--- config.mk ---
export PLATFORM = sky130hd
export DESIGN_NAME = booth_r8_edge_feeder
export DESIGN_NICKNAME = d
export VERILOG_FILES = /design/src/rtl/booth_r8_edge_feeder.sv
export SDC_FILE = /design/constraint.sdc
export NUM_CORES = 1
export LEC_CHECK = 0
export ABC_AREA = 0
export CORE_UTILIZATION = 53
export DETAILED_ROUTE_END_ITERATION = 7
export PLACE_DENSITY = 0.83
export SLEW_MARGIN = 30
export SYNTH_ARGS = -nofsm -noshare
export SYNTH_HDL_FRONTEND = slang
export SYNTH_SLANG_ARGS = --single-unit
--- constraint.sdc ---
create_clock -name CLK -period 4.1 [get_ports CLK]
set_input_delay 0.615 -clock CLK [delete_from_list [all_inputs] [get_ports CLK]]
set_output_delay 0.615 -clock CLK [all_outputs]
set_load 0.01 [all_outputs]
--- src/rtl/booth_r8_edge_feeder.sv ---
// booth_r8_edge_feeder
// Edge feeder for a radix-8 output-stationary systolic array row.
// - Accepts signed (X, Y) operand pairs on a valid/ready stream.
// - Encodes X into per-group radix-8 Booth digit controls.
// - Precomputes 3*Y.
// - Tags the final beat of each K-beat tile.
//
// Handshake: a beat transfers on a rising edge where VALID and READY are both high.
// READY never depends on VALID of the same interface. Data held under VALID & !READY
// stays stable until the transfer.
//
// Optional feature: define BOOTH_FEED_ZERO_GATE_EN to force Y_OUT/TMY_OUT to zero on
// beats whose X encodes to all-zero digits.
module booth_r8_edge_feeder #(
    parameter int  WIDTH = 8,
    parameter int  KW    = 16,
    localparam int GC    = (WIDTH >> 2) + 1
) (
    input  logic               CLK,
    input  logic               RST,
    input  logic               IN_VALID,
    output logic               IN_READY,
    input  logic [WIDTH-1:0]   X_IN,
    input  logic [WIDTH-1:0]   Y_IN,
    input  logic [KW-1:0]      K_LEN,
    output logic               OUT_VALID,
    input  logic               OUT_READY,
    output logic [GC-1:0]      S_OUT,
    output logic [GC-1:0]      D_OUT,
    output logic [GC-1:0]      T_OUT,
    output logic [GC-1:0]      Q_OUT,
    output logic [GC-1:0]      N_OUT,
    output logic [WIDTH-1:0]   Y_OUT,
    output logic [WIDTH+1:0]   TMY_OUT,
    output logic               OUT_LAST,
    output logic               TILE_DONE,
    output logic               BUSY
);

    // X sign-extended to 3*GC+1 bits, plus the implicit x[-1]=0 at bit 0
    localparam int XE = 3 * GC + 2;

    if (!(WIDTH == 4 || WIDTH == 8 || WIDTH == 12)) begin : g_bad_width
        $error("booth_r8_edge_feeder: WIDTH must be 4, 8 or 12");
    end

    typedef enum logic {
        ST_IDLE = 1'b0,
        ST_RUN  = 1'b1
    } state_t;

    state_t             state_q;
    logic [KW-1:0]      k_q;
    logic [KW-1:0]      in_cnt_q;
    logic               tag_sent_q;
    logic               tile_done_q;

    logic               s1_valid_q;
    logic               s1_last_q;
    logic [WIDTH-1:0]   s1_x_q;
    logic [WIDTH-1:0]   s1_y_q;

    logic               s2_valid_q;
    logic               s2_last_q;
    logic [GC-1:0]      s2_s_q, s2_d_q, s2_t_q, s2_q_q, s2_n_q;
    logic [WIDTH-1:0]   s2_y_q;
    logic [WIDTH+1:0]   s2_tmy_q;

    logic               s2_adv;
    logic               in_ready;
    logic               in_fire;
    logic               last_out_fire;
    logic [KW-1:0]      k_eff;
    logic               in_last;

    logic [XE-1:0]      xe;
    logic [3:0]         grp;
    logic [GC-1:0]      enc_s, enc_d, enc_t, enc_q, enc_n;
    logic [WIDTH+1:0]   tmy;
    logic [WIDTH-1:0]   y_sel;
    logic [WIDTH+1:0]   tmy_sel;

    // Handshake control.
    // S1 drains into S2 whenever S2 advances.
    // Input is blocked once the tile's tagged beat has been accepted.
    always_comb begin
        s2_adv        = !s2_valid_q || OUT_READY;
        in_ready      = !tag_sent_q && (!s1_valid_q || s2_adv);
        in_fire       = IN_VALID && in_ready;
        last_out_fire = s2_valid_q && OUT_READY && s2_last_q;
        k_eff         = (state_q == ST_IDLE)
                        ? ((K_LEN == '0) ? KW'(1) : K_LEN)
                        : k_q;
        in_last       = (in_cnt_q == (k_eff - KW'(1)));
    end

    // Radix-8 Booth digit decode of the S1 multiplier, plus 3*Y
    always_comb begin
        xe    = {{(XE - 1 - WIDTH){s1_x_q[WIDTH-1]}}, s1_x_q, 1'b0};
        grp   = '0;
        enc_s = '0;
        enc_d = '0;
        enc_t = '0;
        enc_q = '0;
        enc_n = '0;
        for (int i = 0; i < GC; i++) begin
            grp = xe[3*i +: 4];
            case (grp)
                4'b0001, 4'b0010: enc_s[i] = 1'b1;
                4'b1101, 4'b1110: begin enc_s[i] = 1'b1; enc_n[i] = 1'b1; end
                4'b0011, 4'b0100: enc_d[i] = 1'b1;
                4'b1011, 4'b1100: begin enc_d[i] = 1'b1; enc_n[i] = 1'b1; end
                4'b0101, 4'b0110: enc_t[i] = 1'b1;
                4'b1001, 4'b1010: begin enc_t[i] = 1'b1; enc_n[i] = 1'b1; end
                4'b0111:          enc_q[i] = 1'b1;
                4'b1000:          begin enc_q[i] = 1'b1; enc_n[i] = 1'b1; end
                default:          ;
            endcase
        end
        tmy = {{2{s1_y_q[WIDTH-1]}}, s1_y_q} + {s1_y_q[WIDTH-1], s1_y_q, 1'b0};
`ifdef BOOTH_FEED_ZERO_GATE_EN
        if ((enc_s | enc_d | enc_t | enc_q) == '0) begin
            y_sel   = '0;
            tmy_sel = '0;
        end else begin
            y_sel   = s1_y_q;
            tmy_sel = tmy;
        end
`else
        y_sel   = s1_y_q;
        tmy_sel = tmy;
`endif
    end

    // Two-stage data pipeline: S1 captures operands, S2 holds the encoded beat
    always_ff @(posedge CLK) begin
        if (RST) begin
            s1_valid_q <= 1'b0;
            s1_last_q  <= 1'b0;
            s1_x_q     <= '0;
            s1_y_q     <= '0;
            s2_valid_q <= 1'b0;
            s2_last_q  <= 1'b0;
            s2_s_q     <= '0;
            s2_d_q     <= '0;
            s2_t_q     <= '0;
            s2_q_q     <= '0;
            s2_n_q     <= '0;
            s2_y_q     <= '0;
            s2_tmy_q   <= '0;
        end else begin
            if (in_fire) begin
                s1_valid_q <= 1'b1;
                s1_last_q  <= in_last;
                s1_x_q     <= X_IN;
                s1_y_q     <= Y_IN;
            end else if (s2_adv) begin
                s1_valid_q <= 1'b0;
            end
            if (s2_adv) begin
                s2_valid_q <= s1_valid_q;
                s2_last_q  <= s1_valid_q && s1_last_q;
                if (s1_valid_q) begin
                    s2_s_q   <= enc_s;
                    s2_d_q   <= enc_d;
                    s2_t_q   <= enc_t;
                    s2_q_q   <= enc_q;
                    s2_n_q   <= enc_n;
                    s2_y_q   <= y_sel;
                    s2_tmy_q <= tmy_sel;
                end
            end
        end
    end

    // Tile FSM: beat counting, last-beat tagging, input blocking and done pulse
    always_ff @(posedge CLK) begin
        if (RST) begin
            state_q     <= ST_IDLE;
            k_q         <= '0;
            in_cnt_q    <= '0;
            tag_sent_q  <= 1'b0;
            tile_done_q <= 1'b0;
        end else begin
            tile_done_q <= last_out_fire;
            case (state_q)
                ST_IDLE: begin
                    if (in_fire) begin
                        state_q <= ST_RUN;
                        k_q     <= k_eff;
                    end
                end
                ST_RUN: begin
                    if (last_out_fire) begin
                        state_q <= ST_IDLE;
                    end
                end
                default: state_q <= ST_IDLE;
            endcase
            if (in_fire) begin
                in_cnt_q <= in_last ? '0 : (in_cnt_q + KW'(1));
            end
            if (in_fire && in_last) begin
                tag_sent_q <= 1'b1;
            end else if (last_out_fire) begin
                tag_sent_q <= 1'b0;
            end
        end
    end

    assign IN_READY  = in_ready;
    assign OUT_VALID = s2_valid_q;
    assign OUT_LAST  = s2_last_q;
    assign S_OUT     = s2_s_q;
    assign D_OUT     = s2_d_q;
    assign T_OUT     = s2_t_q;
    assign Q_OUT     = s2_q_q;
    assign N_OUT     = s2_n_q;
    assign Y_OUT     = s2_y_q;
    assign TMY_OUT   = s2_tmy_q;
    assign TILE_DONE = tile_done_q;
    assign BUSY      = (state_q == ST_RUN);

endmodule
=== Word level (Yosys, flattened, before mapping) ===
Index checks and enable logic that the tools add are counted.

* Output and inout port bits: 38
* Logic and storage cells: 113
* Input bits: 36
* Bits in registers: 88

* Bitwise operators: 1
* $add $sub $neg: 3
* Reduce and logical (&&, ||, !) cells: 30
* Equality and inequality tests: 36
* Muxes and demuxes: 25

{| class="wikitable"
|+ Operators by type and width
! operator !! count
|-
| $eq A4 B4 Y1 const B || 14
|-
| $mux W16 || 3
|-
| $eq A4 B3 Y1 const B || 8
|-
| $reduce_or A4 Y1 || 7
|-
| $mux W1 || 21
|-
| $add A16 B1 Y16 const B || 1
|-
| $eq A16 B16 Y1 || 1
|-
| $eq A4 B2 Y1 const B || 4
|-
| $logic_not A16 Y1 || 1
|-
| $sub A16 B1 Y16 const B || 1
|-
| $reduce_or A7 Y1 || 2
|-
| $eq A3 B3 Y1 const B || 4
|-
| $add A8 B9 Y10 || 1
|-
| $reduce_or A2 Y1 || 5
|-
| $eq A4 B1 Y1 const B || 2
|-
| $eq A3 B2 Y1 const B || 2
|-
| $logic_and A1 B1 Y1 || 6
|-
| $reduce_and A2 Y1 || 2
|-
| $reduce_bool A2 Y1 || 2
|-
| $eq A3 B1 Y1 const B || 1
|-
| $logic_not A1 Y1 || 3
|-
| $logic_or A1 B1 Y1 || 2
|-
| $pmux W1 S2 || 1
|-
| $not A1 Y1 || 1
|}

=== Depth between registers and ports, before layout ===
* Word-level depth: 7
* Gate-level depth with buffers: 14
* Mapped depth without buffers: 12

=== Worst setup path after synthesis ===
OpenSTA, ideal clock, no wires.

* Path type: input-to-reg
* Start: input port K_LEN[2]
* End: register in_cnt_q[10]
* Required time: 3.963 ns
* Slack: 0.565 ns
* Setup time: 0.137 ns
* Arrival time: 3.398 ns
* Path buffers: 1
* Stages: 13
* Cells stage by stage: nor4_4 -> nand4_1 -> a21oi_1 -> inv_1 -> ha_1 -> xor2_1 -> xnor2_1 -> a211o_1 -> a2111oi_2 -> o221ai_2 -> nor4_4 -> buf_6 -> a211oi_1

* Word-level cells in the longest chain between the ends: 6

{| class="wikitable"
|+ RTL lines
! element !! line !! RTL
|-
| start, declared || 25 || <nowiki>input logic [KW-1:0] K_LEN,</nowiki>
|-
| $logic_not A16 Y1 || 92 || <nowiki>? ((K_LEN == '0) ? KW'(1) : K_LEN)</nowiki>
|-
| $mux W16 (*) (2 in series) || 92 ||
|-
| $sub A16 B1 Y16 (*) || 94 || <nowiki>in_last = (in_cnt_q == (k_eff - KW'(1)));</nowiki>
|-
| $eq A16 B16 Y1 (*) || 94 ||
|-
| $mux W16 (*) || 201 || <nowiki>in_cnt_q <= in_last ? '0 : (in_cnt_q + KW'(1));</nowiki>
|-
| end signal, assigned || 201 ||
|-
| end, declared || 54 || <nowiki>logic [KW-1:0] in_cnt_q;</nowiki>
|}

Every way passes the cells marked *; elsewhere a longest branch is shown, timed or not.
A chain may end at the register's enable or synchronous reset.

=== Worst setup path in the final report ===
Same ends and word-level chain as after synthesis.

==> out/qor.yml <==
global_routing:
  grt_remaining_overflow: 0
  grt_usage_pct: 25.53
  grt_start_max_net_pins: 48
  grt_pass1_wl_mm: 17.26
  antenna_found_initial: 0
  grt_pass1_vias: 3732
setup_path:
  path_cells: "clkdlybuf4s50_1 -> nor4_4 -> nand4_1 -> a21oi_1 -> inv_1 -> ha_1 -> xor2_1 -> xnor2_1 -> a211o_1 -> a2111oi_2 -> o221ai_2 -> nor4_4 -> buf_12 -> a211oi_1"
  cp_num_buf_inv: 3
  crit_slowest_cell: "clkdlybuf4s50_1"
  cp_data_arrival_time_ps: 3890
  startpoint_type: "input pin"
  timing.rr.end: "in_cnt_q[4]"
  critical_path_class: "in2reg"
  crit_top_cell: "nor4_4"
  worst_path_largest_cell_delay_ps: 530
  ff2ff_setup_slack_ps: 840
  cp-end-kind: "flop"
  worst_path_dominant_cell_family: "compound AO/OA/AOI/OAI gates"
  reg2reg_from: "BUSY"
  critPathLaunch: "K_LEN[2]"
  cp_max_fo: 18
  required_ps: 4300
  rr_worst_depth: 9
layout:
  fillers: 652
  fin_cells: 681
  nets: 620
  insertedDiodeCount: 0
  mostFrequentLayoutCells: "dfxtp_1 (84), nand2_1 (75), clkdlybuf4s50_1 (70), nor2_1 (55), a21oi_1 (48)"
  syn2layout_area_growth_pct: 22.46
  final_common_cell: "dfxtp_1"
  drive_gt1_share_pct: 5.872
  final_cell_area_mm2: 0.005280
routing:
  wl_per_cell_um: 15.32
  routed_wl_mm: 10.44
  drtAntennaViolNets: 0
  drc_errors: 0
  vias: 3870
  drt-vias-per-instance: 5.683
  drt-initial-drc-count: 173
  drt_pass1_iterations: 4
timing:
  slew-limit-headroom_pct: 37.15
  final.setup.worst_slack_ps: 403.9
  tightest_slew_ps: 942.8
  grt_setup_unrepaired: "false"
  holdWs_ps: 459.9
  slew_viol_final: 0
  fin_skew_ps: 13.58
  hold_violations: 0
  fin_crit_sh_pct: 90.15
  setup_tns_ps: 0
  setup_viol_count_final: 0
  period_needed_ps: 3696
  max_freq_mhz: 270.6
synth:
  synth.top_cell.area_share_pct: 39.00
  synthesis.area_mm2: 0.004312
  synth_enable_flop_cells: 0
  syn_area_per_cell_um2: 8.356
  ys_ff_latch: 84
  ys_types: 55
  synth-seq-area-share_pct: 39.00
  async_flop_share_pct: 0
  netlist_top_cells_area: "dfxtp_1 (39%), nand2_1 (6.6%), mux2i_1 (6.5%), a21oi_1 (5.6%), xnor2_1 (5.1%)"
  yosysTopAreaCell: "dfxtp_1"
  synth_warnings: 0
  ys.flop_type: "dfxtp_1"
  syn_inst: 516
floorplan:
  initial_core_util_pct: 55.22
  die-area_mm2: 0.008500
  num_rows: 32
  io_pins: 74
  core-area_mm2: 0.007807
  die_h_um: 92.20
  fp.dieW_um: 92.20
clock_network:
  cts_tree: "built"
  clock-sinks: 84
  htree_num_levels: 3
  clk_latency_ps: 360
  cts-resized-gates: 0
  cts_max_path_buffers: 2
  cts_made_buffers: 9
  ctsHoldBuffers: 0
  cts_setup_buffers: 0
  clk_pin_slew_worst_paths_ps: 90
  cts_root_buffer: "clkbuf_8"
place:
  place_congestion: 0.8337
  port-buffer-count: 71
  dpl.cell_count: 665
  hpwl_mm: 7.387
  postPlaceCellArea_mm2: 0.005065
  pre_cts_ws_ps: 32.92
min_path:
  worstHoldPathType: "reg2reg"
  min_to: "Y_OUT[2]"
  whs_path_depth: 2
  min_from: "Y_OUT[2]"
power:
  switching_share_pct: 27.41
  clock_power_share_pct: 35.0
  seq_power_share_pct: 48.0
  power.leakage_nw: 1.886
  ir_drop_mv: 0.1847
  p_int_mw: 1.344
  power.density_mw_per_mm2: 350.6
  combPwrFrac_pct: 17.1
  p_switching_uw: 507.4
run_status:
  outcome: "finished, final reports clean"
job:
  maxCapViolations: 0
worst max path at each step:
stage                         to  depth (start not counted)
floorplan           in_cnt_q[10]                         13
global placement    in_cnt_q[14]                         14
detailed placement   in_cnt_q[4]                         14
CTS                 in_cnt_q[10]                         14
global route        in_cnt_q[10]                         14
finish              in_cnt_q[10]                         14
power by group through the flow:
stage                     combinational, mW  sequential (mW)  clock, mW
after global placement                0.302            0.903          0
after global routing                  0.346            0.892      0.699
after CTS                             0.316            0.887      0.655
after floorplan                       0.208            0.898          0
final                                 0.316            0.888      0.647
after detailed placement              0.313            0.906          0
state kept, by name, summed over array words and instances (netlist names), 2 cells and up:
register  count
s1_x_q        8
D_OUT         3
Q_OUT         2
in_cnt_q     16
S_OUT         3
T_OUT         2
k_q          16
TMY_OUT       9
Y_OUT         7
N_OUT         3
s1_y_q        8
Yosys cell counts (3+ instances only):
cell and count:
nor2b_1 5, a21oi_1 48, nand2_1 76, o21ai_0 9, nor3_1 23, buf_4 5, nand4_1 4, buf_6 3
xnor2_1 25, a211oi_1 20, clkbuf_1 23, inv_1 9, ha_1 9, dfxtp_1 84, mux2i_1 28, nor4b_1 4
nand3_1 14, nor2_1 55, xor2_1 18, nand2b_1 3, nor3b_1 3
final cells by class:
cell class,instances,area (um2),share of cell area (%)
Timing Repair Buffer,79,778.2,14.74
Tap cell,102,127.6,2.417
Sequential cell,84,1682,31.85
Clock inverter,6,87.58,1.659
Clock buffer,10,127.6,2.417
Inverter,9,33.78,0.6398
Multi-Input combinational cell,391,2444,46.28
routing by layer:
layer	track usage, %	up-vias	part of all wire, %
met5	0	-	0
met4	8.464	0	1.7
met3	6.965	15	5.8
met2	44.90	103	50
met1	29.83	1853	42
li1	-	1899	-
worst reg2reg max path, delay by kind of cell (launching register included):
family | cells | cell delay (ps)
and+or+nand+nor | 5 | 1540
buffers and inverters | 2 | 580
DFF | 1 | 560
AOI/OAI and AO/OA | 2 | 490
cell families (layout without fill, tap and decap cells):
group / count (synthesis) / count (layout) / synth area share (%)
buffers and inverters: 42 / 104 / 4.643
xor gates and xnor gates: 43 / 43 / 8.735
other: 1 / 2 / 0.08697
AOI/OAI and AO/OA: 100 / 100 / 14.60
DFF: 84 / 84 / 39.00
adders and majority gates: 10 / 10 / 3.076
and+or+nand+nor: 206 / 206 / 22.84
muxes: 30 / 30 / 7.023
through the flow:
step                power [mW]  utilization (%)
finish                   1.851            67.63
floorplan                1.106                -
global route             1.938            67.63
CTS                      1.857            67.63
global placement         1.205            64.84
detailed placement       1.219            64.87
No activity file was read; power rests on OpenSTA's default activity.
